### src/rtl/sne_evt_stream_pkg.sv
// rtl/sne_evt_stream_pkg.sv - shared types and register map for the SNE event TCDM slave
package sne_evt_stream_pkg;

  // One SNE event as carried on the TX/RX streams and the TCDM data bus
  typedef logic [31:0] evt_word_t;

  // Register select, taken from byte-address bits [3:2]
  typedef enum logic [1:0] {
    EVT_SLV_DATA   = 2'd0,
    EVT_SLV_STATUS = 2'd1,
    EVT_SLV_CTRL   = 2'd2,
    EVT_SLV_RX_THR = 2'd3
  } evt_slv_reg_e;

  // STATUS word layout
  localparam int unsigned STS_TX_EMPTY   = 0;
  localparam int unsigned STS_RX_EMPTY   = 1;
  localparam int unsigned STS_TX_FULL    = 2;
  localparam int unsigned STS_RX_OVF     = 3;
  localparam int unsigned STS_RX_CNT_LSB = 16;
  localparam int unsigned STS_TX_CNT_LSB = 24;

  // CTRL command bits (self-clearing, act only on the write cycle)
  localparam int unsigned CTRL_FLUSH_TX = 0;
  localparam int unsigned CTRL_FLUSH_RX = 1;
  localparam int unsigned CTRL_CLR_OVF  = 2;

endpackage

### src/rtl/evt_sync_fifo.sv
// rtl/evt_sync_fifo.sv - single-clock event FIFO with push/pop/flush and occupancy count
module evt_sync_fifo
  import sne_evt_stream_pkg::*;
#(
  parameter int unsigned DEPTH = 8
) (
  input  logic                   i_clk,
  input  logic                   i_rst_n,
  input  logic                   i_push,
  input  evt_word_t              i_data,
  input  logic                   i_pop,
  input  logic                   i_flush,
  output evt_word_t              o_data,
  output logic                   o_full,
  output logic                   o_empty,
  output logic [$clog2(DEPTH):0] o_count
);

  localparam int unsigned PTR_W = $clog2(DEPTH);
  localparam int unsigned CNT_W = PTR_W + 1;

  evt_word_t        r_mem [DEPTH];
  logic [PTR_W-1:0] r_wptr;
  logic [PTR_W-1:0] r_rptr;
  logic [CNT_W-1:0] r_cnt;
  logic             w_push_ok;
  logic             w_pop_ok;

  // A pop on empty is ignored; a push on full only lands if a pop frees the slot this cycle
  assign w_pop_ok  = i_pop & ~o_empty;
  assign w_push_ok = i_push & (~o_full | w_pop_ok);

  assign o_full  = (r_cnt == CNT_W'(DEPTH));
  assign o_empty = (r_cnt == '0);
  assign o_count = r_cnt;
  // Head reads as zero when empty so the stream data never exposes stale storage
  assign o_data  = o_empty ? '0 : r_mem[r_rptr];

  // Pointer and count update; flush overrides any push or pop in the same cycle
  always_ff @(posedge i_clk or negedge i_rst_n) begin
    if (!i_rst_n) begin
      r_wptr <= '0;
      r_rptr <= '0;
      r_cnt  <= '0;
    end else if (i_flush) begin
      r_wptr <= '0;
      r_rptr <= '0;
      r_cnt  <= '0;
    end else begin
      if (w_push_ok) r_wptr <= r_wptr + PTR_W'(1);
      if (w_pop_ok)  r_rptr <= r_rptr + PTR_W'(1);
      r_cnt <= r_cnt + CNT_W'(w_push_ok) - CNT_W'(w_pop_ok);
    end
  end

  // Storage write, no reset needed since empty entries are never observed
  always_ff @(posedge i_clk) begin
    if (w_push_ok && !i_flush) r_mem[r_wptr] <= i_data;
  end

endmodule

### src/rtl/evt_tcdm_slave.sv
// rtl/evt_tcdm_slave.sv - TCDM responder exposing the SNE TX/RX event streams as memory-mapped FIFOs
module evt_tcdm_slave
  import sne_evt_stream_pkg::*;
#(
  parameter int unsigned TX_DEPTH   = 8,
  parameter int unsigned RX_DEPTH   = 8,
  parameter evt_word_t   EMPTY_WORD = 32'h0000_0000
) (
  input  logic        system_clk_i,
  input  logic        system_rst_ni,
  input  logic        tcdm_req_i,
  output logic        tcdm_gnt_o,
  input  logic [31:0] tcdm_add_i,
  input  logic        tcdm_wen_i,
  input  logic [3:0]  tcdm_be_i,
  input  logic [31:0] tcdm_data_i,
  output logic [31:0] tcdm_r_data_o,
  output logic        tcdm_r_valid_o,
  output logic        evt_tx_valid_o,
  input  logic        evt_tx_ready_i,
  output logic [31:0] evt_tx_data_o,
  input  logic        evt_rx_valid_i,
  output logic        evt_rx_ready_o,
  input  logic [31:0] evt_rx_data_i,
  output logic        irq_o
);

  localparam int unsigned TX_CNT_W = $clog2(TX_DEPTH) + 1;
  localparam int unsigned RX_CNT_W = $clog2(RX_DEPTH) + 1;

  evt_slv_reg_e        w_reg;
  logic                w_gnt;
  logic                w_wr;
  logic                w_rd;
  logic                w_tx_push;
  logic                w_tx_pop;
  logic                w_tx_flush;
  logic                w_tx_full;
  logic                w_tx_empty;
  logic [TX_CNT_W-1:0] w_tx_cnt;
  evt_word_t           w_tx_head;
  logic                w_rx_push;
  logic                w_rx_pop;
  logic                w_rx_flush;
  logic                w_rx_full;
  logic                w_rx_empty;
  logic                w_rx_drop;
  logic [RX_CNT_W-1:0] w_rx_cnt;
  evt_word_t           w_rx_head;
  logic                w_ctrl_we;
  logic                w_thr_we;
  evt_word_t           w_status;
  evt_word_t           w_rd_data;
  logic                w_unused;

  logic                r_live;
  logic                r_rvalid;
  evt_word_t           r_rdata;
  logic                r_rx_ovf;
  logic [7:0]          r_rx_thr;

  assign w_reg = evt_slv_reg_e'(tcdm_add_i[3:2]);

  // Grant follows the request except for a DATA write into a full TX FIFO; r_live keeps
  // every output low while in reset and for the first edge after release
  assign w_gnt = tcdm_req_i & r_live &
                 ~(~tcdm_wen_i & (w_reg == EVT_SLV_DATA) & w_tx_full);
  assign w_wr  = w_gnt & ~tcdm_wen_i;
  assign w_rd  = w_gnt &  tcdm_wen_i;

  assign w_tx_push  = w_wr & (w_reg == EVT_SLV_DATA) & (tcdm_be_i == 4'hF);
  assign w_tx_pop   = evt_tx_valid_o & evt_tx_ready_i;
  assign w_ctrl_we  = w_wr & (w_reg == EVT_SLV_CTRL);
  assign w_thr_we   = w_wr & (w_reg == EVT_SLV_RX_THR);
  assign w_tx_flush = w_ctrl_we & tcdm_data_i[CTRL_FLUSH_TX];
  assign w_rx_flush = w_ctrl_we & tcdm_data_i[CTRL_FLUSH_RX];

  // RX never back-pressures: an event that finds the FIFO full (and no pop) is dropped
  assign w_rx_push = evt_rx_valid_i & evt_rx_ready_o;
  assign w_rx_pop  = w_rd & (w_reg == EVT_SLV_DATA);
  assign w_rx_drop = w_rx_push & w_rx_full & ~w_rx_pop;

  assign w_unused = ^{tcdm_add_i[31:4], tcdm_add_i[1:0]};

  evt_sync_fifo #(.DEPTH(TX_DEPTH)) u_tx_fifo (
    .i_clk   (system_clk_i),
    .i_rst_n (system_rst_ni),
    .i_push  (w_tx_push),
    .i_data  (tcdm_data_i),
    .i_pop   (w_tx_pop),
    .i_flush (w_tx_flush),
    .o_data  (w_tx_head),
    .o_full  (w_tx_full),
    .o_empty (w_tx_empty),
    .o_count (w_tx_cnt)
  );

  evt_sync_fifo #(.DEPTH(RX_DEPTH)) u_rx_fifo (
    .i_clk   (system_clk_i),
    .i_rst_n (system_rst_ni),
    .i_push  (w_rx_push),
    .i_data  (evt_rx_data_i),
    .i_pop   (w_rx_pop),
    .i_flush (w_rx_flush),
    .o_data  (w_rx_head),
    .o_full  (w_rx_full),
    .o_empty (w_rx_empty),
    .o_count (w_rx_cnt)
  );

  assign tcdm_gnt_o     = w_gnt;
  assign tcdm_r_valid_o = r_rvalid;
  assign tcdm_r_data_o  = r_rdata;
  assign evt_tx_valid_o = ~w_tx_empty;
  assign evt_tx_data_o  = w_tx_head;
  assign evt_rx_ready_o = r_live;
  assign irq_o          = (r_rx_thr != 8'd0) && (8'(w_rx_cnt) >= r_rx_thr);

  // STATUS word assembled from the current FIFO state
  always_comb begin
    w_status                           = '0;
    w_status[STS_TX_CNT_LSB +: 8]      = 8'(w_tx_cnt);
    w_status[STS_RX_CNT_LSB +: 8]      = 8'(w_rx_cnt);
    w_status[STS_RX_OVF]               = r_rx_ovf;
    w_status[STS_TX_FULL]              = w_tx_full;
    w_status[STS_RX_EMPTY]             = w_rx_empty;
    w_status[STS_TX_EMPTY]             = w_tx_empty;
  end

  // Read data mux; writes and ungranted cycles return zero
  always_comb begin
    w_rd_data = '0;
    if (w_rd) begin
      case (w_reg)
        EVT_SLV_DATA:   w_rd_data = w_rx_empty ? EMPTY_WORD : w_rx_head;
        EVT_SLV_STATUS: w_rd_data = w_status;
        EVT_SLV_CTRL:   w_rd_data = '0;
        EVT_SLV_RX_THR: w_rd_data = {24'd0, r_rx_thr};
        default:        w_rd_data = '0;
      endcase
    end
  end

  // Response pipeline, overflow flag, threshold register and post-reset enable
  always_ff @(posedge system_clk_i or negedge system_rst_ni) begin
    if (!system_rst_ni) begin
      r_live   <= 1'b0;
      r_rvalid <= 1'b0;
      r_rdata  <= '0;
      r_rx_ovf <= 1'b0;
      r_rx_thr <= 8'd0;
    end else begin
      r_live   <= 1'b1;
      r_rvalid <= w_gnt;
      r_rdata  <= w_rd_data;
      if (w_ctrl_we && tcdm_data_i[CTRL_CLR_OVF]) r_rx_ovf <= 1'b0;
      if (w_rx_drop) r_rx_ovf <= 1'b1;
      if (w_thr_we) r_rx_thr <= tcdm_data_i[7:0];
    end
  end

endmodule

### config.mk
export PLATFORM = sky130hd
export DESIGN_NAME = evt_tcdm_slave
export DESIGN_NICKNAME = d
export VERILOG_FILES = /design/src/rtl/sne_evt_stream_pkg.sv /design/src/rtl/evt_sync_fifo.sv /design/src/rtl/evt_tcdm_slave.sv
export SDC_FILE = /design/constraint.sdc
export NUM_CORES = 1
export LEC_CHECK = 0
export CAP_MARGIN = 0
export CORE_MARGIN = 3
export CORE_UTILIZATION = 57
export CTS_CLUSTER_DIAMETER = 50
export DETAILED_ROUTE_END_ITERATION = 12
export PLACE_DENSITY = 0.82
export SLEW_MARGIN = 20
export SYNTH_ARGS = -nofsm -noshare
export SYNTH_HDL_FRONTEND = slang
export SYNTH_SLANG_ARGS = --single-unit
### constraint.sdc
create_clock -name system_clk_i -period 10.4 [get_ports system_clk_i]
set_clock_uncertainty 0.2 [all_clocks]
set_input_delay 1.04 -clock system_clk_i [delete_from_list [all_inputs] [get_ports system_clk_i]]
set_output_delay 1.04 -clock system_clk_i [all_outputs]
set_load 0.02 [all_outputs]
==> results of run 1 <==
-- critical path, stage by stage (launching register included) --
cell and delay [ps]:
dfrtp_4 890, buf_4 670, mux4_2 590, mux2i_1 210
nor2_1 80, clkdlybuf4s50_1 590
-- metrics by stage --
| step | worst slack (ps) | cell area [µm²] | hold slack, ps | cells | power, mW |
|---|---|---|---|---|---|
| 2_1_floorplan | 5501 | 22320 | 251.8 | 1083 | 3.939 |
| 3_3_place_gp | 5680 | 24410 | 315.8 | 1710 | 4.427 |
| 3_5_place_dp | 5607 | 24420 | 325.0 | 1710 | 4.474 |
| 4_1_cts | 5402 | 26220 | 348.0 | 1811 | 6.484 |
| 5_1_grt | 5264 | 26220 | 364.3 | 1811 | 6.682 |
| 6_report | 5518 | 26220 | 328.8 | 1811 | 6.424 |
-- metal layers --
| layer | part of all wire, % | vias up | GRT usage [%] | wire length (µm) |
|---|---|---|---|---|
| met5 | 0.052 | - | 0 | 25 |
| met4 | 2.8 | 4 | 7.891 | 1333 |
| met3 | 7.3 | 102 | 4.746 | 3492 |
| met2 | 53 | 488 | 41.70 | 25570 |
| met1 | 37 | 5714 | 30.82 | 17680 |
| li1 | - | 4706 | - | - |
-- layout by cell type, fill, tap and decap left out, drive strengths merged, types with 2 or more instances in the layout --
cell type and n:
and2 3, a21oi 7, nor3b 7, inv 23, a22oi 2, fa 2
dfrtp 63, o22ai 5, nor4 3, bufinv 5, a21boi 2, nand3 5
clkinvlp 2, mux2i 61, nand4 2, or3 3, mux4 124, clkbuf 79
xnor2 7, and3 4, o21ai 14, nand2 28, nor3 9, ha 20
edfxtp 512, a21o 5, o221a 3, clkinv 12, nand2b 5, nor2b 2
clkdlybuf4s50 143, mux2 15, buf 26, nor2 81
-- area by class of cell --
class                   count  area (µm²)
flip-flops and latches    575       16960
clock inverters            22       260.3
well taps                 511       639.4
clock buffers              79        1536
inverters                  20       87.58
repair buffers            169        1627
multi-input cells         435        5104
fillers                  2250       11890
-- kinds of logic after synthesis --
kind of cell	after synthesis	share of synthesized area, %
XOR/XNOR	8	0.3139
multiplexers	200	16.01
AND/OR/NAND/NOR	158	3.291
AO/OA/AOI/OAI	46	1.458
adder cells (fa/ha/maj)	22	1.301
other	1	0.01680
buffers and inverters	73	1.665
flip-flops	575	75.95
-- power by group --
part           internal [mW]  switching, mW  total, mW
Clock                   1.15          0.834       1.99
Combinational          0.828          0.848       1.68
Sequential              2.65          0.111       2.76
-- state kept, by name (all words and copies together) (netlist names) --
name and flops:
r_rx_ovf 1, u_tx_fifo.o_count 4, u_rx_fifo.r_wptr 3, u_tx_fifo.r_rptr 3, r_rx_thr 8, u_tx_fifo.r_mem 256, u_rx_fifo.r_rptr 3, tcdm_r_valid_o 1
u_tx_fifo.r_wptr 3, u_rx_fifo.r_mem 256, evt_rx_ready_o 1, u_rx_fifo.o_count 4, tcdm_r_data_o 32
-- final timing paths --
| kind | startpoint | to | cells after the start | slack [ps] |
|---|---|---|---|---|
| worst max-delay path | u_tx_fifo.r_rptr[0]$_DFFE_PN0P_ | evt_tx_data_o[2] | 5 | 5520 |
| worst min-delay path | u_tx_fifo.o_count[2]$_DFF_PN0_ | tcdm_r_data_o[26]$_DFF_PN0_ | 2 | 330 |
| worst max register to register | u_rx_fifo.o_count[2]$_DFF_PN0_ | u_rx_fifo.o_count[2]$_DFF_PN0_ | 11 | 6480 |
| worst min register to register | u_tx_fifo.o_count[2]$_DFF_PN0_ | tcdm_r_data_o[26]$_DFF_PN0_ | 2 | 330 |
| max in group asynchronous | system_rst_ni | u_rx_fifo.r_rptr[0]$_DFFE_PN0P_ | 1 | 8930 |
| min in group asynchronous | system_rst_ni | tcdm_r_data_o[10]$_DFF_PN0_ | 1 | 380 |
==> run_results.csv, run 1 <==
group,metric,value,unit
yosys,synth_common_cells,"edfxtp_1 (512), mux4_2 (124), nor2_1 (81), dfrtp_1 (63), mux2i_1 (61)",
layout,final_nets,1384,
clocking,cts_resized,0,
sta,post-route-period-util,46.94,%
yosys,synth_nets,1211,
yosys,synth_top_area_cell,"edfxtp_1",
yosys,synth_top_area_share,68.89,%
sta,tns,0,ps
sta,setup_viol,0,
place,port_buffers,144,
floorplan,die_w,203.9,µm
setup_path,critical_path_arrival,3640,ps
yosys,synth_edf_count,512,
floorplan,coreArea,38110,µm²
place,dp_hpwl,25400,µm
clocking,clock_sinks,575,
yosys,syn-cell-area,22320,µm²
run_status,status,"finished clean",
global_route,grt_max_degree,67,
yosys,synthArstFlopShare,10.96,%
layout,fin_util,68.79,%
setup_path,startpoint_type,"flop",
layout,drive_gt1_share,21.62,%
clocking,cts_tree,"built",
power,vdd_drop_max,192.2,µV
clocking,cts_max_path_buffers,3,
sta,worst_pin_slew,1022,ps
clocking,post_cts_buffers,0,
yosys,syn_area_per_cell,20.61,µm²
global_route,first_global_vias,11740,
sta,rsz0062_at_grt,"no",
route,drc,0,
clocking,hold_buffers,0,
yosys,synth.distinct_cells,54,
yosys,synth_seq_cells,575,
global_route,antenna_found_initial,2,
route,drt_pass1_iterations,5,
layout,insertedDiodeCount,0,
sta,max_freq,204.8,MHz
clocking,clockRootBuffer,"clkbuf_16",
layout,area_growth,17.47,%
clocking,clk_pin_slew,60,ps
route,dr_total_vias,11010,
place,gp_congestion,0.7600,
floorplan,dieArea,41570,µm²
clocking,ctsHtreeMaxLevel,2,
global_route,grt_overflow,0,
sta,slew-limit-headroom,31.90,%
setup_path,required,9160,ps
route,wl_per_cell,26.56,µm
route,drtIter0Drc,1021,
yosys,yosysWarnings,0,
job,drv_cap,0,
sta,slew_violations,0,
yosys,synth_cells,1083,
setup_path,critPathMaxFanout,34,
sta,finalHoldViolCount,0,
global_route,grt_usage,23.98,%
power,leakagePower,8.751,nW
route,postRouteAntennaNets,0,
min_path,hold_path_class,"flop to flop",
clocking,insertion_delay,590,ps
yosys,synth.most_common_cell,"edfxtp_1",
floorplan,die_h,203.9,µm
floorplan,placement_rows,71,
yosys,ys_seq_area_share,75.95,%
route,drt-vias-per-instance,6.082,
yosys,ys.flop_type,"edfxtp_1",
power,p_per_area,245.0,nW/µm²
floorplan,initial_utilization,58.56,%
yosys,synth.area.top_cells,"edfxtp_1 (69%), mux4_2 (13%), dfrtp_1 (7.1%)",
sta,period_minus_slack,4882,ps
route,routed_wl,48110,µm
setup_path,path_class,"flop to primary output",
floorplan,ioPinCount,175,
setup_path,cp-end-kind,"primary output",
clocking,numCtsBuffers,55,
global_route,grt_pass1_wl,73370,µm
Note: power is estimated with default switching activity, not from simulation.
==> run 2: changes to the inputs <==
- clock period: 10.4 -> 4.9 ns (I/O delays scaled with it)
==> run 2 against run 1 <==
Global-route usage fell by 0.67 points. Sequential share of layout area decreased by 0.39 points. Die area unchanged. Critical path depth unchanged. Via count down 0.77%. Power increased by 110%. Flip-flop and latch count unchanged. Register-to-register slack lost 4800 ps. Largest power group unchanged. Combinational power is 100% higher.
==> run_results.csv, run 2 (synthesis results as in run 1) <==
group,metric,value,unit
sta,worst_pin_slew,920.8,ps
sta,slew-limit-headroom,38.61,%
place,dp_hpwl,26320,µm
power,p_int,9.901,mW
setup_path,critical_path_arrival,3290,ps
global_route,grt_pass1_wl,71620,µm
sta,period_minus_slack,3978,ps
global_route,first_global_vias,11750,
layout,drive_gt1_share,21.77,%
floorplan,placement_rows,71,
sta,finalHoldViolCount,0,
global_route,antenna_found_initial,4,
route,drt_pass1_iterations,5,
floorplan,coreArea,38110,µm²
power,combinationalPowerShare,24.5,%
setup_path,path_class,"flop to primary output",
floorplan,ioPinCount,175,
power,clockPowerShare,31.4,%
layout,layout_common_cells,"edfxtp_1 (512), clkdlybuf4s50_1 (143), mux4_2 (124)",
route,routed_wl,46720,µm
sta,setup_viol,0,
place,port_buffers,144,
layout,fin_util,69.21,%
setup_path,startpoint_type,"flop",
clocking,clk_pin_slew,60,ps
setup_path,critPathMaxFanout,35,
global_route,grt_usage,23.31,%
setup_path,cp-end-kind,"primary output",
route,drc,0,
layout,fill_cells,2239,
route,drt-vias-per-instance,5.998,
power,leakagePower,8.822,nW
route,wl_per_cell,25.64,µm
layout,final_common_cell,"edfxtp_1",
clocking,numCtsBuffers,55,
sta,post-route-period-util,81.19,%
floorplan,initial_utilization,58.56,%
setup_path,required,4210,ps
layout,final_nets,1391,
min_path,hold_path_class,"flop to flop",
power,seq_power_share,44.1,%
sta,max_freq,251.4,MHz
place,gp_congestion,0.8066,
clocking,post_cts_buffers,0,
power,p_per_area,520.6,nW/µm²
sta,worst_hold_slack,322.9,ps
power,vdd_drop_max,342.4,µV
clocking,cts_tree,"built",
layout,area_growth,18.17,%
clocking,cts_max_path_buffers,3,
floorplan,die_h,203.9,µm
clocking,insertion_delay,610,ps
sta,slew_violations,0,
global_route,grt_max_degree,64,
sta,tns,0,ps
run_status,status,"finished clean",
route,drtIter0Drc,971,
clocking,clockRootBuffer,"clkbuf_16",
floorplan,dieArea,41570,µm²
clocking,clock_sinks,575,
global_route,grt_overflow,0,
clocking,cts_resized,0,
sta,rsz0062_at_grt,"no",
power,sw_frac_of_total,27.89,%
clocking,ctsHtreeMaxLevel,2,
floorplan,die_w,203.9,µm
power,p_sw,3.830,mW
job,drv_cap,0,
route,postRouteAntennaNets,0,
route,dr_total_vias,10930,
## run 2: metal layers
metal | up-vias | global-route usage, % | wire (µm)
met4 | 4 | 8.604 | 1376
met5 | - | 0 | 23
li1 | 4727 | - | -
met3 | 98 | 4.634 | 3055
met2 | 425 | 40.10 | 24420
met1 | 5675 | 29.92 | 17840
## run 2: worst max-delay path, cell delays in order, from the launching register on
cell             delay, ps
dfrtp_4                900
buf_12                 350
mux4_2                 540
mux2i_1                210
nor2_1                  90
clkdlybuf4s50_1        570
## run 2: path summary, 6_finish.rpt
kind | startpoint | end | slack, ps | cells past startpoint
max in group asynchronous | system_rst_ni | u_tx_fifo.r_rptr[0]$_DFFE_PN0P_ | 3460 | 2
min in group asynchronous | system_rst_ni | tcdm_r_data_o[10]$_DFF_PN0_ | 350 | 2
worst min register to register | u_tx_fifo.o_count[2]$_DFF_PN0_ | tcdm_r_data_o[26]$_DFF_PN0_ | 320 | 2
worst max register to register | u_rx_fifo.o_count[2]$_DFF_PN0_ | u_rx_fifo.o_count[2]$_DFF_PN0_ | 1670 | 11
worst max-delay path | u_tx_fifo.r_rptr[0]$_DFFE_PN0P_ | evt_tx_data_o[14] | 920 | 5
worst min-delay path | u_tx_fifo.o_count[2]$_DFF_PN0_ | tcdm_r_data_o[26]$_DFF_PN0_ | 320 | 2
## run 2: through the flow
step	total power, mW	setup slack [ps]	cells	instance area [µm²]
global route	14.32	717.7	1821	26370
detailed placement	9.521	1023	1716	24500
global placement	9.426	1110	1716	24500
floorplan	8.359	550.5	1083	22320
finish	13.73	921.9	1822	26380
CTS	13.85	822.5	1820	26370
## run 2: area by class of cell
class                   instances  area, µm²  area share [%]
multi-input cells             435       5096           19.32
inverters                      20      87.58          0.3321
repair buffers                176       1719           6.518
clock buffers                  73       1516           5.750
well taps                     511      639.4           2.424
clock inverters                30      347.8           1.319
diodes                          2      5.005         0.01898
flip-flops and latches        575      16960           64.32
## run 2: power groups by stage
stage	registers, mW	clock network, mW	logic, mW
global placement	6.13	0	3.29
floorplan	5.82	0	2.54
finish	6.05	4.31	3.37
detailed placement	6.16	0	3.36
global route	6.11	4.57	3.64
CTS	6.06	4.37	3.42
## run 2: what timing repair did
item | in CTS | in global routing
hold buffers | 1 | 0
endpoints found under the hold margin | 63 | 0
setup endpoints to repair | 0 | 0
==> run 3: changes to the inputs <==
- clock period: 4.9 -> 3.7 ns (I/O delays scaled with it)
==> run 3 against run 2 <==
Highest routed layer unchanged. Design area increased by 1.7%. Clock power is 40% higher. Clock-buffer cell count rose by 2. Global-route usage up 0.087 points. Critical path depth stayed put. Critical path type unchanged. Cell count is 1.3% higher. Routed wire length up 0.76%. Die area unchanged. Largest power group unchanged. Worst setup slack worse by 710 ps.
==> run_results.csv, run 3 (synthesis results as in run 1) <==
group,metric,value,unit
place,dp_hpwl,26920,µm
layout,final_nets,1409,
floorplan,ioPinCount,175,
clocking,clock_sinks,575,
setup_path,startpoint,"u_tx_fifo.r_rptr[0]$_DFFE_PN0P_",
setup_path,r2r_slack,750,ps
setup_path,critical_path_buf_inv_count,2,
power,vdd_drop_max,504.0,µV
sta,rsz0062_at_grt,"no",
layout,layout_common_cells,"edfxtp_1 (512), clkdlybuf4s50_1 (143), mux4_2 (124)",
job,drv_cap,0,
min_path,hold_path_class,"input port to asynchronous set/reset pin",
sta,slew-limit-headroom,49.66,%
global_route,grt_usage,23.40,%
global_route,first_global_vias,11840,
global_route,grt_max_degree,33,
route,drc,0,
setup_path,cp-end-kind,"primary output",
power,power,18.67,mW
sta,setup_viol,0,
sta,post-route-period-util,94.37,%
global_route,grt_overflow,0,
setup_path,path_cells,"buf_4 > mux4_2 > mux2i_1 > nor2_1 > clkdlybuf4s50_1",
layout,final_common_cell,"edfxtp_1",
layout,fin_util,70.37,%
place,port_buffers,144,
floorplan,initial_utilization,58.56,%
setup_path,worst_path_max_delay_cell,"dfrtp_4",
sta,tns,0,ps
clocking,clk_pin_slew,70,ps
sta,finalHoldViolCount,0,
clocking,cts_tree,"built",
layout,drive_gt1_share,23.68,%
setup_path,path_class,"flop to primary output",
setup_path,critPathMaxFanout,14,
setup_path,crit_end,"evt_tx_data_o[28]",
clocking,cts_max_path_buffers,3,
clocking,cts_resized,0,
floorplan,dieArea,41570,µm²
clocking,ctsHtreeMaxLevel,2,
setup_path,cp.depth,5,
clocking,numCtsBuffers,57,
setup_path,r2r_end,"u_tx_fifo.r_mem[2][12]$_DFFE_PP_",
setup_path,startpoint_type,"flop",
route,dr_total_vias,11100,
layout,area.sequential,16960,µm²
setup_path,critical_path_arrival,2920,ps
route,postRouteAntennaNets,0,
setup_path,crit_path_max_incr_delay,630,ps
route,routed_wl,47070,µm
route,wl_per_cell,25.51,µm
place,place_worst_setup_slack,305.1,ps
power,p_per_area,696.2,nW/µm²
sta,worst_hold_slack,172.1,ps
setup_path,cp_top_family,"buffers and inverters",
place,gp_congestion,0.8088,
run_status,status,"finished clean",
layout,area_growth,20.16,%
route,drt_pass1_iterations,5,
clocking,insertion_delay,600,ps
route,drt-vias-per-instance,6.015,
floorplan,coreArea,38110,µm²
floorplan,placement_rows,71,
floorplan,die_h,203.9,µm
layout,multiInputGateArea,5131,µm²
sta,period_minus_slack,3492,ps
sta,fin_ws,208.2,ps
floorplan,die_w,203.9,µm
layout,fill_cells,2145,
clocking,clockRootBuffer,"clkbuf_16",
setup_path,required,3130,ps
sta,slew_violations,0,
setup_path,worstReg2RegStart,"u_tx_fifo.o_count[2]$_DFF_PN0_",
setup_path,r2r_cells,7,
global_route,grt_pass1_wl,72470,µm
route,drtIter0Drc,819,
global_route,antenna_found_initial,6,
power,leakagePower,9.014,nW
sta,max_freq,286.4,MHz
sta,worst_pin_slew,753.5,ps
-- run 3: how the worst min path moves through the flow --
| stage | startpoint | to | slack, ps | depth (start not counted) |
|---|---|---|---|---|
| finish | system_rst_ni | tcdm_r_data_o[29]$_DFF_PN0_ | 170 | 2 |
| global route | system_rst_ni | tcdm_r_data_o[15]$_DFF_PN0_ | 200 | 2 |
| CTS | system_rst_ni | tcdm_r_data_o[23]$_DFF_PN0_ | 180 | 2 |
| detailed placement | system_rst_ni | tcdm_r_data_o[28]$_DFF_PN0_ | 280 | 1 |
| global placement | system_rst_ni | tcdm_r_data_o[14]$_DFF_PN0_ | 250 | 1 |
| floorplan | system_rst_ni | evt_rx_ready_o$_DFF_PN0_ | -130 | 0 |
-- run 3: cell type report --
cell class / instances / share of cell area [%]
Inverter: 20 / 0.3266
Clock buffer: 75 / 5.986
Sequential cell: 575 / 63.25
Tap cell: 511 / 2.384
Timing Repair Buffer: 192 / 7.362
Antenna cell: 4 / 0.03732
Multi-Input combinational cell: 435 / 19.13
Clock inverter: 33 / 1.521
-- run 3: through the flow --
step	instance area, µm²	cells
final	26820	1845
after global routing	26810	1842
after CTS	26810	1841
after detailed placement	24770	1731
after global placement	24770	1731
after floorplan	22340	1083
-- run 3: worst register-to-register path, stage by stage, from the launching register on --
cell      delay [ps]
dfrtp_1          350
inv_1             80
ha_1             200
nor3b_1          180
nor4_4           460
nand2b_1         360
nor2_4           480
buf_4            330
-- run 3: per-layer routing --
| layer | GRT usage, % | wire length [µm] |
|---|---|---|
| met1 | 31.05 | 17790 |
| met2 | 39.18 | 24310 |
| met3 | 5.049 | 3707 |
| met4 | 8.088 | 1245 |
| met5 | 0 | 25 |
-- run 3: repair_timing --
| item | CTS | global route |
|---|---|---|
| hold endpoints to repair | 25 | 0 |
| setup buffers | 1 | 0 |
| hold buffers | 1 | 0 |
| setup endpoints to repair | 9 | 0 |
-- run 3: where the power goes --
group          internal (mW)  leakage [nW]  switching [mW]
registers               7.44          5.42           0.457
clock network           3.58         0.985            2.44
logic                   2.47          2.60            2.29
total                   13.5          9.01            5.19
